$ cat src/rtl/pstretch_pkg.sv
// Shared types and width helpers for the pulse stretcher.
// PSTRETCH_QUEUE_EN selects the pending-strobe queue build.
package pstretch_pkg;

  typedef enum logic [1:0] {
    IDLE = 2'd0,
    HIGH = 2'd1,
    GAP  = 2'd2
  } pstretch_state_t;

  function automatic int unsigned pstretch_qw(input int unsigned qdepth);
    return $clog2(qdepth + 1);
  endfunction

  function automatic int unsigned pstretch_cw(input int unsigned high_cyc,
                                              input int unsigned gap_cyc);
    int unsigned m;
    m = (high_cyc > gap_cyc) ? high_cyc : gap_cyc;
    if (m < 1) m = 1;
    return $clog2(m + 1);
  endfunction

endpackage

$ cat src/rtl/pstretch_qcnt.sv
// Saturating pending-strobe counter with a sticky overflow flag.
// Used only when PSTRETCH_QUEUE_EN is defined.
module pstretch_qcnt
  import pstretch_pkg::*;
#(
  parameter int unsigned QDEPTH = 3,
  localparam int unsigned QW = pstretch_qw(QDEPTH)
) (
  input  logic          Clk,
  input  logic          ResetN,
  input  logic          enq_i,
  input  logic          deq_i,
  output logic [QW-1:0] pending_o,
  output logic          ovf_o
);

  localparam logic [QW-1:0] FullLevel = QW'(QDEPTH);

  logic [QW-1:0] pending_q, pending_d;
  logic          ovf_q, ovf_d;
  logic          full;
  logic          drop;

  assign full = (pending_q == FullLevel);
  // A simultaneous dequeue always frees a slot, so only a lone enqueue can drop.
  assign drop = enq_i && !deq_i && full;

  always_comb begin
    pending_d = pending_q;
    case ({enq_i, deq_i})
      2'b10:   if (!full) pending_d = pending_q + 1'b1;
      2'b01:   if (pending_q != '0) pending_d = pending_q - 1'b1;
      default: pending_d = pending_q;
    endcase
    ovf_d = ovf_q | drop;
  end

  always_ff @(posedge Clk or negedge ResetN) begin
    if (!ResetN) begin
      pending_q <= '0;
      ovf_q     <= 1'b0;
    end else begin
      pending_q <= pending_d;
      ovf_q     <= ovf_d;
    end
  end

  assign pending_o = pending_q;
  assign ovf_o     = ovf_q;

endmodule

$ cat src/rtl/pulse_stretch_drv.sv
// Stretches one-cycle strobes into HIGH_CYC-wide pulses followed by a GAP_CYC low gap.
// Define PSTRETCH_QUEUE_EN to queue strobes that arrive while busy.
module pulse_stretch_drv
  import pstretch_pkg::*;
#(
  parameter int unsigned HIGH_CYC = 4,
  parameter int unsigned GAP_CYC  = 2,
  parameter int unsigned QDEPTH   = 3,
  localparam int unsigned QW = pstretch_qw(QDEPTH)
) (
  input  logic          Clk,
  input  logic          ResetN,
  input  logic          Pi,
  output logic          Lo,
  output logic          Busy,
  output logic [QW-1:0] Pending,
  output logic          Ovf
);

  localparam int unsigned CW = pstretch_cw(HIGH_CYC, GAP_CYC);
  localparam logic [CW-1:0] HighLoad = CW'(HIGH_CYC - 1);
  localparam logic [CW-1:0] GapLoad  = CW'((GAP_CYC > 0) ? GAP_CYC - 1 : 0);

  pstretch_state_t state_q, state_d;
  logic [CW-1:0]   cnt_q, cnt_d;
  logic            gap_exit;
  logic            pend_nz;

  always_comb begin
    state_d  = state_q;
    cnt_d    = cnt_q;
    gap_exit = 1'b0;
    case (state_q)
      IDLE: begin
        if (Pi) begin
          state_d = HIGH;
          cnt_d   = HighLoad;
        end
      end
      HIGH: begin
        if (cnt_q != '0) begin
          cnt_d = cnt_q - 1'b1;
        end else if (GAP_CYC == 0) begin
          gap_exit = 1'b1;
        end else begin
          state_d = GAP;
          cnt_d   = GapLoad;
        end
      end
      GAP: begin
        if (cnt_q != '0) cnt_d = cnt_q - 1'b1;
        else             gap_exit = 1'b1;
      end
      default: begin
        state_d = IDLE;
        cnt_d   = '0;
      end
    endcase

    // End of a pulse period: chain straight into the next pulse if one is waiting.
    if (gap_exit) begin
      if (pend_nz || Pi) begin
        state_d = HIGH;
        cnt_d   = HighLoad;
      end else begin
        state_d = IDLE;
        cnt_d   = '0;
      end
    end
  end

  always_ff @(posedge Clk or negedge ResetN) begin
    if (!ResetN) begin
      state_q <= IDLE;
      cnt_q   <= '0;
    end else begin
      state_q <= state_d;
      cnt_q   <= cnt_d;
    end
  end

  assign Lo   = (state_q == HIGH);
  assign Busy = (state_q != IDLE);

`ifdef PSTRETCH_QUEUE_EN
  logic enq, deq;

  assign pend_nz = (Pending != '0);
  // A strobe on an empty-queue gap exit starts the next pulse directly.
  assign enq = Pi && (state_q != IDLE) && !(gap_exit && !pend_nz);
  assign deq = gap_exit && pend_nz;

  pstretch_qcnt #(
    .QDEPTH(QDEPTH)
  ) u_qcnt (
    .Clk      (Clk),
    .ResetN   (ResetN),
    .enq_i    (enq),
    .deq_i    (deq),
    .pending_o(Pending),
    .ovf_o    (Ovf)
  );
`else
  logic ovf_q;

  assign pend_nz = 1'b0;
  assign Pending = '0;

  always_ff @(posedge Clk or negedge ResetN) begin
    if (!ResetN) ovf_q <= 1'b0;
    else         ovf_q <= ovf_q | (Pi && (state_q != IDLE) && !gap_exit);
  end

  assign Ovf = ovf_q;
`endif

endmodule

$ cat config.mk
export PLATFORM = sky130hd
export DESIGN_NAME = pulse_stretch_drv
export DESIGN_NICKNAME = d
export VERILOG_FILES = /design/src/rtl/pstretch_pkg.sv /design/src/rtl/pstretch_qcnt.sv /design/src/rtl/pulse_stretch_drv.sv
export SDC_FILE = /design/constraint.sdc
export NUM_CORES = 1
export LEC_CHECK = 0
export ABC_AREA = 1
export BUFFER_PORTS_ARGS = -buffer_cell sky130_fd_sc_hd__buf_2
export CORE_AREA = 3 3 40 42
export DETAILED_ROUTE_END_ITERATION = 8
export DIE_AREA = 0 0 43 45
export PLACE_DENSITY = 0.55
export SETUP_SLACK_MARGIN = 0.02
export SYNTH_ARGS = -nofsm -noshare
export SYNTH_HDL_FRONTEND = slang
export SYNTH_HIERARCHICAL = 1
export SYNTH_SLANG_ARGS = --single-unit
$ cat constraint.sdc
create_clock -name Clk -period 1.22 [get_ports Clk]
set_clock_uncertainty 0.2 [all_clocks]
set_input_delay 0.305 -clock Clk [delete_from_list [all_inputs] [get_ports Clk]]
set_output_delay 0.305 -clock Clk [all_outputs]
set_load 0.02 [all_outputs]
; ---- Word-level counts from Yosys, hierarchy flattened
; Index checks and enable logic that the tools add are counted.
[word_totals]
register_bits = 6
inputBits = 3
out_inout_bits = 5
word_cells = 32
[classes]
n_addsub = 1
n_eq_ne = 6
n_mux = 13
n_bitwise = 1
n_reduce_logical = 8
[op_table]
columns = op, count
row1 = 2-to-1 mux 3 bit, 4
row2 = "inequality test 3 bit, second input constant", 3
row3 = one-hot mux 3 bit (3 select lines), 1
row4 = 2-to-1 mux 2 bit, 4
row5 = one-hot mux 2 bit (3 select lines), 1
row6 = 2-to-1 mux 1 bit, 3
row7 = AND reduction 3 bit, 1
row8 = nonzero test 3 bit, 1
row9 = "subtractor 3 x 1 -> 3 bit, second input constant", 1
row10 = "== test 2 x 1 -> 1 bit, second input constant", 1
row11 = "== test 2 bit, second input constant", 1
row12 = logical AND 1 bit, 2
row13 = logical NOT 2 bit, 1
row14 = "inequality test 2 bit, second input constant", 1
row15 = AND reduction 2 bit, 1
row16 = nonzero test 2 bit, 1
row17 = logical NOT 1 bit, 1
row18 = OR 1 bit, 1

; ---- Logic depth before layout (Yosys ltp)
; Gate-level depths: netlist of run 1.
[logic_depth]
word_depth = 6
depth_mapped = 8
ltp_nobuf = 8

; ---- Worst setup path after synthesis of run 1
; OpenSTA, ideal clock, no wires.
[synth_timing]
kind = reg2reg
startpoint = register cnt_q[0]
endpoint = register cnt_q[0]
setup_ps = 121
t_arrival_ps = 989
t_required_ps = 899
path_slack_ps = -90
stages_incl_launch_ff = 9
path_buffers = 0
period_less_slack_ps = 1310
path_cell_list = dfrtp_1 > inv_1 > ha_1 > nand2_2 > nand2_1 > nand2_1 > nand2_1 > nand2_1 > nand2_1
[synth_between]
elab_chain_cells = 5
word_cells_on_any_way = 11
cone_classes = 1 x add/sub / 2 x eq/ne / 6 x mux / 2 x reduce/logical
[synth_lines]
columns = element, line
row1 = "start, declared", pulse_stretch_drv.sv:25  ; logic [CW-1:0] cnt_q, cnt_d;
row2 = "start signal, assigned", pulse_stretch_drv.sv:78  ; cnt_q <= cnt_d;
row3 = branches (longest 5 deep; another with subtractor 3 x 1 -> 3 bit), -
; Parallel ways; which one is timed is not known. The select of a mux whose other input is x is not followed.
; A chain may end at the register's enable or synchronous reset.

; ---- Final worst setup path of run 1
[layout_timing]
startpoint = register state_q[0]
endpoint = output port Busy
[layout_between]
elab_chain_cells = 1
[layout_lines]
columns = element, line
row1 = "start, declared", pulse_stretch_drv.sv:24  ; pstretch_state_t state_q, state_d;
row2 = "start signal, assigned", pulse_stretch_drv.sv:77  ; state_q <= state_d;
row3 = nonzero test 2 bit, pulse_stretch_drv.sv:83  ; assign Busy = (state_q != IDLE);
row4 = "end, declared", pulse_stretch_drv.sv:15  ; output logic Busy,
; Every way passes these cells.

==> run_results.csv, run 1 <==
group,metric,value,unit
grt,grt.overflow.total,0,
critical_path,startpoint_type,"register",
sta,period_share,1.21,
sta,hold_violations,0,
critical_path,path_buf_inv,2,
yosys,yosys.cell_types.count,16,
critical_path,crit_required,0.71,ns
critical_path,endpoint_kind,"primary output",
critical_path,cp_max_fo,3,
grt,grt_antenna_before_repair,0,
job,max_cap_viol_count,0,
critical_path,worst_ep_arrival_time,0.97,ns
placement,place.detailed.hpwl,636,um
worst_hold_path,hold_class,"primary input to register",
floorplanning,core,0.00128,mm2
cells_and_area,multi_input_area,280,um2
cells_and_area,drive_gt1_frac,0.597,
sta,hold-worst-slack,0.185,ns
grt,grt_first_pass_wirelength,1.46,mm
yosys,synth_area,395,um2
critical_path,critPathSlowestCell,"dfrtp_1",
detailed_routing,ant_nets,0,
critical_path,rrSetupSlack,-0.21,ns
worst_hold_path,min_from,"Pi",
placement,port-buffer-count,5,
critical_path,slowest_delay,0.39,ns
grt,first_global_vias,357,
detailed_routing,route.detailed.drc,0,
sta,fmax,677,MHz
cts,cts_tree,"done",
yosys,synth-seq-cells,6,
detailed_routing,wirelength,888,um
cts,h-tree-depth,1,
yosys,ys_warn_count,6,
floorplanning,placementRows,13,
cts,clock_sinks,6,
critical_path,rr_worst_depth,8,
sta,setup_viol,7,
grt,globalRouteTotalUtil,0.107,
power_and_ir_drop,leakage,0.000329,uW
cts,clock-root-buffer,"clkbuf_4",
cells_and_area,areaGrowthSynthToFinish,63.9,%
placement,gp_congestion,0.826,
cts,numCtsBuffers,3,
worst_hold_path,hold_depth,3,
detailed_routing,vias_per_cell,4.40,
floorplanning,die_width,43,um
sta,fin_crit,1.48,ns
cells_and_area,seq_area,150,um2
critical_path,path_cells,"nor2_2 > inv_2 > buf_6",
grt,grt_max_degree,7,
critical_path,cp_top_family,"flip-flops",
cts,clk_latency,0.25,ns
cells_and_area,fill_cells,119,
outcome,violations,"negative setup slack",
floorplanning,ios,8,
placement,placed_cells,79,
cts,path_clk_slew,0.05,ns
critical_path,regToRegStartpoint,"state_q[0]$_DFFE_PN0P_",
detailed_routing,vias,383,
cells_and_area,fin_cells,87,
yosys,seq_area_frac_synth,0.380,
power_and_ir_drop,power_density,2940,mW/mm2
critical_path,regToRegEndpoint,"cnt_q[1]$_DFFE_PN0P_",
worst_hold_path,hold_path_end,"Ovf$_DFF_PN0_",
detailed_routing,first_iter_violations,14,
cells_and_area,nets,79,
sta,drv_slew,0,
floorplanning,fp.dieH,45,um
power_and_ir_drop,vdd_drop_max,0.00114,V
detailed_routing,dr.pass1.iters,2,
cells_and_area,insertedDiodeCount,0,
cts,cts.path.max_buffers,2,
yosys,syn-instance-count,54,
floorplanning,fp.dieArea,0.00194,mm2
floorplanning,initial_core_util,0.308,
critical_path,worstSetupPathDepth,3,
critical_path,critPathKind,"register to primary output",
sta,worst_slack,-0.256,ns
sta,rsz0062_at_grt,"yes",
outcome,status,"complete, but fails checks",
yosys,postSynthAreaPerCell,7.32,um2
detailed_routing,route.detailed.wl_per_inst,10.2,um
==> metrics by stage <==
stage / setup WS [ns] / power [uW] / utilization / setup TNS (ns) / instance area, um2
2_1_floorplan: -0.0552 / 965 / - / -0.0947 / 409
5_1_grt: -0.308 / 2090 / 0.504 / -1.52 / 648
4_1_cts: -0.282 / 1690 / 0.463 / -0.902 / 594
3_5_place_dp: -0.132 / 1260 / 0.376 / -0.421 / 483
3_3_place_gp: -0.107 / 1250 / 0.376 / -0.337 / 483
6_report: -0.256 / 1900 / 0.504 / -1.07 / 648
==> per-layer routing <==
metal	part of all wire	track usage	vias up	wire (um)
met5	0	0	-	0
met4	0	0.0361	0	0
met3	0.056	0.0717	0	50
met2	0.50	0.168	7	446
met1	0.44	0.116	179	390
li1	-	-	197	-
==> tightest hold or removal path: stages <==
cell and delay [ns]:
buf_2 0.09, inv_2 0.06, o21bai_1 0.14
==> repair_timing <==
| item | in CTS | in global routing |
|---|---|---|
| hold buffers | 1 | 0 |
| resized for setup | 15 | 11 |
| setup buffers | 2 | 3 |
| hold endpoints to repair | 6 | 0 |
| pin swaps | 8 | 9 |
| setup endpoints to repair | 9 | 9 |
==> cells in the mapped netlist <==
cell      instances  share of area
a21oi_1           2          0.025
a21oi_2           2          0.044
buf_4             2          0.038
conb_1            1         0.0095
dfrtp_1           6           0.38
ha_1              2          0.063
inv_1             6          0.057
inv_2             4          0.038
nand2_1          14           0.13
nand2_2           3          0.047
nand3_1           1          0.013
nor2_1            6          0.057
nor2_2            2          0.032
nor2_4            1          0.028
o21bai_1          1          0.019
o22ai_1           1          0.016
==> layout by cell type (no fill, tap or decap), types with 2 or more instances in the layout <==
cell type	Yosys	routed
a21oi_2	2	2
clkbuf_4	0	3
buf_6	0	5
ha_4	0	2
nand2_4	0	4
dfrtp_1	6	6
inv_1	6	4
nor2_2	2	3
inv_2	4	5
nand2_2	3	4
nor2_1	6	4
buf_4	2	8
buf_2	0	2
nor2_4	1	2
nand2_1	14	9
conb_1	1	2
==> area by class of cell <==
cell class / instances / share of cell area
sequential: 6 / 0.232
tap: 15 / 0.0290
multi-input combinational: 37 / 0.432
clock buffer: 3 / 0.0347
timing repair buffer: 16 / 0.210
inverter: 10 / 0.0618
==> state kept, by name, summed over array words and instances, names as in the netlist <==
signal / flops
Ovf: 1
state_q: 2
cnt_q: 3
==> where the power goes <==
group / total (uW) / internal (uW) / switching, uW / leakage (uW)
clock network: 189 / 112 / 77.3 / 0.0000138
logic: 1370 / 660 / 711 / 0.000245
registers: 344 / 284 / 59.7 / 0.0000697
==> worst max-delay path by stage <==
stage / from / endpoint / slack, ns
final: state_q[0]$_DFFE_PN0P_ / Busy / -0.26
after floorplan: cnt_q[1]$_DFFE_PN0P_ / cnt_q[0]$_DFFE_PN0P_ / -0.06
after global routing: state_q[0]$_DFFE_PN0P_ / Busy / -0.31
after CTS: state_q[1]$_DFFE_PN0P_ / Busy / -0.28
after detailed placement: cnt_q[1]$_DFFE_PN0P_ / cnt_q[0]$_DFFE_PN0P_ / -0.13
after global placement: cnt_q[1]$_DFFE_PN0P_ / cnt_q[0]$_DFFE_PN0P_ / -0.11
==> cell families after synthesis <==
family | count (synthesis) | synth area share
other cells | 1 | 0.00948
flops | 6 | 0.380
compound gates | 6 | 0.104
simple gates | 27 | 0.310
buf+inv | 12 | 0.133
fa+ha+maj | 2 | 0.0633
(Power assumes the default switching activity.)
==> run 2: changes to the inputs <==
--- a/config.mk
+++ b/config.mk
@@ -7,10 +7,10 @@
 export LEC_CHECK = 0
 export ABC_AREA = 1
 export BUFFER_PORTS_ARGS = -buffer_cell sky130_fd_sc_hd__buf_2
-export CORE_AREA = 3 3 40 42
+export CORE_AREA = 2 2 39 41
 export DETAILED_ROUTE_END_ITERATION = 8
-export DIE_AREA = 0 0 43 45
-export PLACE_DENSITY = 0.55
+export DIE_AREA = 0 0 41 43
+export PLACE_DENSITY = 0.53
 export SETUP_SLACK_MARGIN = 0.02
 export SYNTH_ARGS = -nofsm -noshare
 export SYNTH_HDL_FRONTEND = slang
==> constraint.sdc (replaced) <==
create_clock -name Clk -period 1.8 [get_ports Clk]
set_clock_uncertainty 0.2 [all_clocks]
set_input_delay 0.45 -clock Clk [delete_from_list [all_inputs] [get_ports Clk]]
set_output_delay 0.45 -clock Clk [all_outputs]
set_load 0.02 [all_outputs]
==> run 2 against run 1 <==
Net effect:
- global-route usage fell by 0.87 points
- total power shrank 56%
- largest power group unchanged
- sequential share of layout area increased by 9.4 points
- the flow now finishes without violations
- combinational power down 66%
- sequential power fell by 31%
- setup slack gained 0.34 ns
- critical path depth is the same
- sequential cell count unchanged
- via count fell by 16%
- non-clock buffer count down 10
- final area down 29%
==> run_results.csv, run 2 (synthesized netlist as in run 1, its figures left out) <==
group,metric,value,unit
critical_path,crit_start,"state_q[0]$_DFFE_PN0P_",
cells_and_area,largest_reg_flops,3,
worst_hold_path,min_from,"Ovf$_DFF_PN0_",
placement,dp_worst_setup_slack,0.339,ns
sta,worst_slack,0.0801,ns
cts,post_cts_resize_count,0,
cts,path_clk_slew,0.05,ns
critical_path,rrSetupSlack,0.39,ns
cells_and_area,insertedDiodeCount,0,
sta,setup_viol,0,
floorplanning,initial_core_util,0.286,
detailed_routing,wirelength,673,um
critical_path,crit_required,1.15,ns
grt,grt.overflow.total,0,
critical_path,regToRegEndpoint,"cnt_q[0]$_DFFE_PN0P_",
cts,h-tree-depth,1,
grt,first_global_vias,265,
detailed_routing,vias_per_cell,4.14,
floorplanning,core,0.00138,mm2
critical_path,path_buf_inv,2,
cts,hold_buffers,1,
critical_path,path_cells,"nor2_2 > inv_2 > buf_2",
floorplanning,die_width,41,um
cells_and_area,regMostFlops,"cnt_q",
critical_path,cp_max_fo,6,
floorplanning,fp.dieH,43,um
cells_and_area,layout_common_cells,"14 x nand2_1, 6 x dfrtp_1, 6 x inv_1, 6 x nor2_1, 5 x buf_2",
cts,clock_sinks,6,
critical_path,endpoint_kind,"primary output",
floorplanning,fp.dieArea,0.00176,mm2
critical_path,endpoint,"Busy",
power_and_ir_drop,design_power_total,835,uW
sta,fmax,581,MHz
power_and_ir_drop,power_density,1810,mW/mm2
cts,clk_latency,0.24,ns
critical_path,worst_ep_arrival_time,1.07,ns
cts,cts.path.max_buffers,2,
cells_and_area,nets,69,
worst_hold_path,hold_class,"register to register",
critical_path,slowest_delay,0.43,ns
detailed_routing,route.detailed.drc,0,
critical_path,startpoint_type,"register",
cells_and_area,final_common_cell,"nand2_1",
critical_path,critPathKind,"register to primary output",
floorplanning,ios,8,
sta,hold_violations,0,
cells_and_area,drive_gt1_frac,0.323,
grt,grt_antenna_before_repair,0,
sta,hold-worst-slack,0.272,ns
sta,rsz0062_at_grt,"no",
detailed_routing,dr.pass1.iters,2,
placement,port-buffer-count,5,
critical_path,worstSetupPathDepth,3,
job,max_cap_viol_count,0,
detailed_routing,route.detailed.wl_per_inst,8.63,um
power_and_ir_drop,vdd_drop_max,0.000576,V
critical_path,critPathSlowestCell,"dfrtp_1",
power_and_ir_drop,leakage,0.000254,uW
cts,numCtsBuffers,3,
sta,fin_crit,1.72,ns
detailed_routing,vias,323,
critical_path,regToRegStartpoint,"cnt_q[0]$_DFFE_PN0P_",
critical_path,rr_worst_depth,8,
outcome,status,"complete, no violations",
critical_path,cp_top_family,"flip-flops",
placement,gp_congestion,0.721,
sta,drv_slew,0,
placement,place.detailed.hpwl,559,um
worst_hold_path,hold_depth,1,
floorplanning,placementRows,14,
cells_and_area,areaGrowthSynthToFinish,16.8,%
sta,period_share,0.956,
detailed_routing,ant_nets,0,
grt,grt_first_pass_wirelength,1.08,mm
cts,postCtsSetupRepairBufs,0,
sta,setup_tns,0,ns
detailed_routing,first_iter_violations,3,
cells_and_area,fill_cells,160,
grt,grt_max_degree,7,
cts,clock-root-buffer,"clkbuf_4",
grt,globalRouteTotalUtil,0.0979,
cts,cts_tree,"done",
-- run 2: worst min-delay path by stage --
stage / to / slack [ns]
global placement: Ovf$_DFF_PN0_ / 0.09
floorplan: Ovf$_DFF_PN0_ / -0.05
finish: Ovf$_DFF_PN0_ / 0.27
detailed placement: cnt_q[2]$_DFFE_PN0P_ / 0.08
CTS: Ovf$_DFF_PN0_ / 0.28
global route: Ovf$_DFF_PN0_ / 0.29
-- run 2: power by group --
group          switching (uW)  total, uW  internal, uW
Combinational             301        472           171
Clock                    49.4        125          75.5
Sequential               45.6        238           192
-- run 2: per-layer routing --
layer | global-route usage | share of wire | vias up | wire, um
li1 | - | - | 179 | -
met1 | 0.121 | 0.51 | 141 | 340
met2 | 0.131 | 0.47 | 3 | 318
met3 | 0.0314 | 0.022 | 0 | 15
met4 | 0.0800 | 0 | 0 | 0
met5 | 0 | 0 | - | 0
-- run 2: metrics by stage --
| stage | instance area [um2] | utilization | std cells |
|---|---|---|---|
| 2_1_floorplan | 399 | - | 55 |
| 3_3_place_gp | 429 | 0.310 | 74 |
| 3_5_place_dp | 429 | 0.310 | 74 |
| 4_1_cts | 462 | 0.334 | 78 |
| 5_1_grt | 462 | 0.334 | 78 |
| 6_report | 462 | 0.334 | 78 |
-- run 2: final cells by class --
type,instances,area (um2),share of cell area
Sequential cell,6,150,0.325
Clock buffer,3,22.5,0.0488
Inverter,10,37.5,0.0813
Multi-Input combinational cell,37,196,0.425
Timing Repair Buffer,6,35.0,0.0759
Tap cell,16,20.0,0.0434
